--- src/rtl/ex_div_stall_unit.sv ---
// EX-stage iterative radix-2 restoring divider that holds the pipeline through a stall request.
// Optional macro DIV_EARLY_OUT_EN: skip the iteration when the divisor is zero or |opa| < |opb|.
module ex_div_stall_unit #(
   parameter int unsigned DATA_W       = 32,
   parameter int unsigned STALL_W      = 6,
   parameter int unsigned EX_STALL_BIT = 3
) (
   input  logic               clk,
   input  logic               rst,
   input  logic [STALL_W-1:0] stall,
   input  logic               div_start,
   input  logic               div_signed,
   input  logic [DATA_W-1:0]  div_opa,
   input  logic [DATA_W-1:0]  div_opb,
   output logic               stallreq_for_ex,
   output logic               div_ready,
   output logic [DATA_W-1:0]  div_quotient,
   output logic [DATA_W-1:0]  div_remainder
);

   localparam int unsigned CNT_W = $clog2(DATA_W);

   typedef enum logic [1:0] {S_IDLE, S_BUSY, S_DONE} state_t;

   state_t              r_state, w_state_nxt;
   logic [CNT_W-1:0]    r_cnt;
   logic [2*DATA_W:0]   r_part;
   logic [DATA_W-1:0]   r_divisor, r_opa_raw, r_quot, r_rem;
   logic                r_q_neg, r_r_neg, r_div_zero;

   logic                w_a_neg, w_b_neg, w_last, w_ge;
   logic [DATA_W-1:0]   w_a_abs, w_b_abs, w_q_mag, w_r_mag, w_q_fix, w_r_fix;
   logic [DATA_W+1:0]   w_hi;
   logic [DATA_W:0]     w_sub;
   logic [2*DATA_W:0]   w_part_nxt;
   logic                w_unused_stall;

   assign w_unused_stall = ^stall;

   assign w_a_neg = div_signed & div_opa[DATA_W-1];
   assign w_b_neg = div_signed & div_opb[DATA_W-1];
   assign w_a_abs = w_a_neg ? -div_opa : div_opa;
   assign w_b_abs = w_b_neg ? -div_opb : div_opb;

   // Shifted partial remainder includes the incoming dividend bit; the low half shifts in quotient bits.
   assign w_hi       = r_part[2*DATA_W:DATA_W-1];
   assign w_ge       = (w_hi >= {2'b00, r_divisor});
   assign w_sub      = w_hi[DATA_W:0] - {1'b0, r_divisor};
   assign w_part_nxt = {(w_ge ? w_sub : w_hi[DATA_W:0]), r_part[DATA_W-2:0], w_ge};
   assign w_last     = (r_cnt == CNT_W'(DATA_W-1));

   assign w_q_mag = w_part_nxt[DATA_W-1:0];
   assign w_r_mag = w_part_nxt[2*DATA_W-1:DATA_W];
   assign w_q_fix = r_div_zero ? '1        : (r_q_neg ? -w_q_mag : w_q_mag);
   assign w_r_fix = r_div_zero ? r_opa_raw : (r_r_neg ? -w_r_mag : w_r_mag);

`ifdef DIV_EARLY_OUT_EN
   logic w_early;
   assign w_early = (div_opb == '0) || (w_a_abs < w_b_abs);
`endif

   always_ff @(posedge clk) begin
      if (rst) r_state <= S_IDLE;
      else     r_state <= w_state_nxt;
   end

   always_comb begin
      w_state_nxt     = r_state;
      stallreq_for_ex = 1'b0;
      case (r_state)
         S_IDLE: begin
            stallreq_for_ex = div_start;
            if (div_start) begin
`ifdef DIV_EARLY_OUT_EN
               w_state_nxt = w_early ? S_DONE : S_BUSY;
`else
               w_state_nxt = S_BUSY;
`endif
            end
         end
         S_BUSY: begin
            stallreq_for_ex = 1'b1;
            if (w_last) w_state_nxt = S_DONE;
         end
         S_DONE: begin
            if (!stall[EX_STALL_BIT]) w_state_nxt = S_IDLE;
         end
         default: w_state_nxt = S_IDLE;
      endcase
   end

   always_ff @(posedge clk) begin
      if (rst) begin
         r_cnt      <= '0;
         r_part     <= '0;
         r_divisor  <= '0;
         r_opa_raw  <= '0;
         r_q_neg    <= 1'b0;
         r_r_neg    <= 1'b0;
         r_div_zero <= 1'b0;
         r_quot     <= '0;
         r_rem      <= '0;
      end else begin
         case (r_state)
            S_IDLE: begin
               if (div_start) begin
                  r_cnt      <= '0;
                  r_part     <= {{(DATA_W+1){1'b0}}, w_a_abs};
                  r_divisor  <= w_b_abs;
                  r_opa_raw  <= div_opa;
                  r_q_neg    <= w_a_neg ^ w_b_neg;
                  r_r_neg    <= w_a_neg;
                  r_div_zero <= (div_opb == '0);
`ifdef DIV_EARLY_OUT_EN
                  if (w_early) begin
                     r_quot <= (div_opb == '0) ? '1 : '0;
                     r_rem  <= div_opa;
                  end
`endif
               end
            end
            S_BUSY: begin
               r_part <= w_part_nxt;
               r_cnt  <= r_cnt + 1'b1;
               if (w_last) begin
                  r_quot <= w_q_fix;
                  r_rem  <= w_r_fix;
               end
            end
            default: ;
         endcase
      end
   end

   assign div_ready     = (r_state == S_DONE);
   assign div_quotient  = r_quot;
   assign div_remainder = r_rem;

endmodule

--- config.mk ---
export PLATFORM = sky130hd
export DESIGN_NAME = ex_div_stall_unit
export DESIGN_NICKNAME = d
export VERILOG_FILES = /design/src/rtl/ex_div_stall_unit.sv
export SDC_FILE = /design/constraint.sdc
export NUM_CORES = 1
export LEC_CHECK = 0
export BUFFER_PORTS_ARGS = -buffer_cell sky130_fd_sc_hd__buf_2
export CORE_MARGIN = 3
export CORE_UTILIZATION = 54
export CTS_BUF_LIST = sky130_fd_sc_hd__clkbuf_16
export DETAILED_ROUTE_END_ITERATION = 16
export GPL_TIMING_DRIVEN = 0
export PLACE_DENSITY_LB_ADDON = 0.1
export SKIP_CTS_REPAIR_TIMING = 1
export SLEW_MARGIN = 20
export SYNTH_ARGS = -nofsm -noshare
export SYNTH_HDL_FRONTEND = slang
export SYNTH_SLANG_ARGS = --single-unit
--- constraint.sdc ---
create_clock -name clk -period 13.4 [get_ports clk]
set_input_delay 0.67 -clock clk [delete_from_list [all_inputs] [get_ports clk]]
set_output_delay 0.67 -clock clk [all_outputs]
set_load 0.01 [all_outputs]
==> summary.md <==
| Metric | Value |
|---|---|
| Status | completed |
| Top cells by area, synth | dfxtp_1, nand2_1, a21oi_1 |
| Cell leakage power | 5.73 nW |
| Post-DRT Antenna Nets | 0 |
| Max-slew violation count | 0 |
| Width of the chip | 162 um |
| Die area | 26100 sq um |
| Setup ws final | 6840 ps |
| Arrival @ worst endpoint | 6980 ps |
| Netlist cell types | 92 |
| Avg Vias per Cell | 6.23 |
| Mapped cell area | 13100 sq um |
| Clk_skew | 19.6 ps |
| Crit path time final | 6560 ps |
| Peak VDD IR | 0.000248 V |
| Final Hold Viols | 0 |
| CP required | 13820 ps |
| Yosys warns | 0 |
| Setup Viol. Count Final | 0 |
| Total track usage | 34.1% |
| Maximum achievable frequency | 153 MHz |
| CTS tree | built |
| Worst setup SP type | flop |
| Max stage delay on crit path | 710 ps |
| Core Region | 23600 sq um |
| Top Ports | 140 |
| Commonest cells in the netlist | nand2_1, dfxtp_1, nor2_1 |
| Antenna cell count | 0 |
| Reg clk slew, reported paths | 60 ps |
| Setup TNS | 0 ps |
| Post-synthesis sequential area ratio | 31.0% |
| Share of cells above drive strength 1 | 12.0% |
| Hold crit path type | in2reg |
| Clock Latency Late Sink | 530 ps |
| Post-DP HPWL | 36.5 mm |
| Average wire per cell in the routed design | 20.8 um |
| Most frequent cell after synthesis | nand2_1 |
| NumNets Final | 2007 |
| Global-route wire length before repair | 71.0 mm |
| Area growth from synthesis to layout | 13.7% |
| Crit Path Class | reg2reg |
| Drt first-iter violations | 1754 |
| H-tree depth | 1 |
| Cell count after synthesis | 1736 |
| Port Buffers | 132 |
| Post-synth EDFFs | 0 |
| Depth of the most critical reg-to-reg path | 22 |
| Drt total wl | 46.3 mm |
| Initial Util | 55.4% |
| DIE HEIGHT | 162 um |
| Clock Sinks | 203 |
| First-pass DRT Iterations | 7 |
| Slowest CP cell | nor4_1 |
| Nature of the critical path endpoint | flop |
| Routability Congestion | 0.979 |
| Post-synth top area share | 31.0% |
| Worst Tran Pin Value | 918 ps |
| Critical Path Fanout Max | 10 |
| Vias in the first global route | 12400 |
| FF+latch count, synth | 203 |
| DRC | 0 |
| Via Count | 13900 |
| Largest net degree at the start of global routing | 13 |
| Syn_nets | 1849 |
| Dominant register cell in the synthesized netlist | dfxtp_1 |
| Hold_ws | 393 ps |
| Worst-path cell chain | inv_1 -> ha_1 -> inv_1 -> fa_1 -> a211oi_2 -> o21ai_4 -> a21oi_2 -> a211oi_4 -> or2_1 -> buf_4 -> buf_2 -> buf_1 -> nand2_1 -> o21ai_0 -> ha_1 -> nand2_1 -> nor4_1 -> a41oi_1 -> nor3_1 -> a21oi_1 -> xor2_1 -> a211oi_1 |
| Mean Syn Cell Area | 7.54 sq um |
| CTS Buf Count | 24 |
| Pwr/cell area | 318 nW/um^2 |
| Slew HR | 38.4% |
| Tot Pwr | 4.74 mW |
| Final Cycle Share | 48.9% |
| Synth async-reset ratio | 0% |
| Largest area contributor in the netlist | dfxtp_1 |
| CTS Buffer Depth | 3 |
| Pre-CTS worst setup slack | 7150 ps |
| Std cell rows | 56 |
| Hold depth | 3 |
| Root buffer cell | clkbuf_16 |
| Maxcap violations | 0 |
| Unrepaired setup endpoints after global routing | no |
| Remaining global-route overflow | 0 |
| Initial antenna violation count | 1 |
## worst max-delay path: cells and delay by family (launching register included)
family,cells,cell delay (ps)
AO/OA/AOI/OAI,8,2150
AND/OR/NAND/NOR,5,1430
buffers and inverters,5,1340
adder cells (fa/ha/maj),3,800
flip-flops,1,510
XOR/XNOR,1,200
## state kept, by name, summed over array words and instances, names as in the netlist
signal         flops
r_r_neg            1
r_cnt              5
r_state            2
r_part            65
r_opa_raw         32
r_q_neg            1
div_quotient      32
r_div_zero         1
div_remainder     32
r_divisor         32
## cell usage in the layout (no fill, tap or decap), drive strengths merged, types with 11 or more instances in the layout
master | Yosys | final
a211oi | 68 | 68
a21oi | 166 | 166
a22oi | 47 | 47
a31oi | 20 | 20
and2 | 17 | 17
buf | 27 | 159
clkbuf | 90 | 114
dfxtp | 203 | 203
ha | 38 | 38
inv | 56 | 63
mux2i | 17 | 17
nand2 | 228 | 228
nand2b | 12 | 12
nand3 | 33 | 33
nand3b | 11 | 11
nor2 | 187 | 187
nor3 | 41 | 41
nor4 | 23 | 23
o211ai | 17 | 17
o21a | 12 | 12
o21ai | 92 | 92
o31ai | 29 | 29
o41ai | 15 | 15
or3 | 22 | 22
or4 | 17 | 17
xnor2 | 64 | 64
xor2 | 64 | 64
## cell families (layout without fill, tap and decap cells)
kind of cell,Yosys count,count (layout),share of synthesized area (%)
AO/OA/AOI/OAI,537,537,27.2
XOR/XNOR,128,128,8.56
adder cells (fa/ha/maj),39,39,3.79
buffers and inverters,173,344,5.37
flip-flops,203,203,31.0
multiplexers,20,20,1.56
AND/OR/NAND/NOR,636,636,22.5
## power breakdown
part	internal, mW	switching [mW]
clock network	0.362	0.257
logic	1.18	2.17
registers	0.675	0.0963
total	2.21	2.52
## layer usage
| metal | up-vias | global-route usage, % | part of all wire (%) |
|---|---|---|---|
| li1 | 6566 | - | - |
| met1 | 6564 | 51.5 | 46 |
| met2 | 658 | 50.5 | 42 |
| met3 | 90 | 5.99 | 9.8 |
| met4 | 0 | 8.49 | 2.5 |
| met5 | - | 0 | 0 |
## cell type report
type | count | area, sq um
buffer | 117 | 493
inverter | 56 | 210
clock inverter | 15 | 133
multi-input combinational | 1360 | 8320
clock buffer | 24 | 601
fill | 2264 | 8730
sequential | 203 | 4060
tap | 319 | 399
timing repair buffer | 132 | 661
## stage by stage
stage / area, sq um / utilization, % / instances
2_1_floorplan: 13100 / - / 1736
3_3_place_gp: 14100 / 59.9 / 2187
3_5_place_dp: 14100 / 59.9 / 2187
4_1_cts: 14900 / 63.0 / 2226
5_1_grt: 14900 / 63.0 / 2226
6_report: 14900 / 63.0 / 2226
## path summary, 6_finish.rpt
kind,slack (ps),to,from
worst max-delay path,6840,div_remainder[30]$_SDFFE_PP0P_,r_part[31]$_SDFFE_PP0P_
worst min-delay path,390,r_state[1]$_SDFFE_PP0P_,stall[3]
worst max register to register,6840,div_remainder[30]$_SDFFE_PP0P_,r_part[31]$_SDFFE_PP0P_
worst min register to register,450,r_divisor[31]$_SDFFE_PP0P_,r_divisor[31]$_SDFFE_PP0P_
No activity file was read; power rests on OpenSTA's default activity.
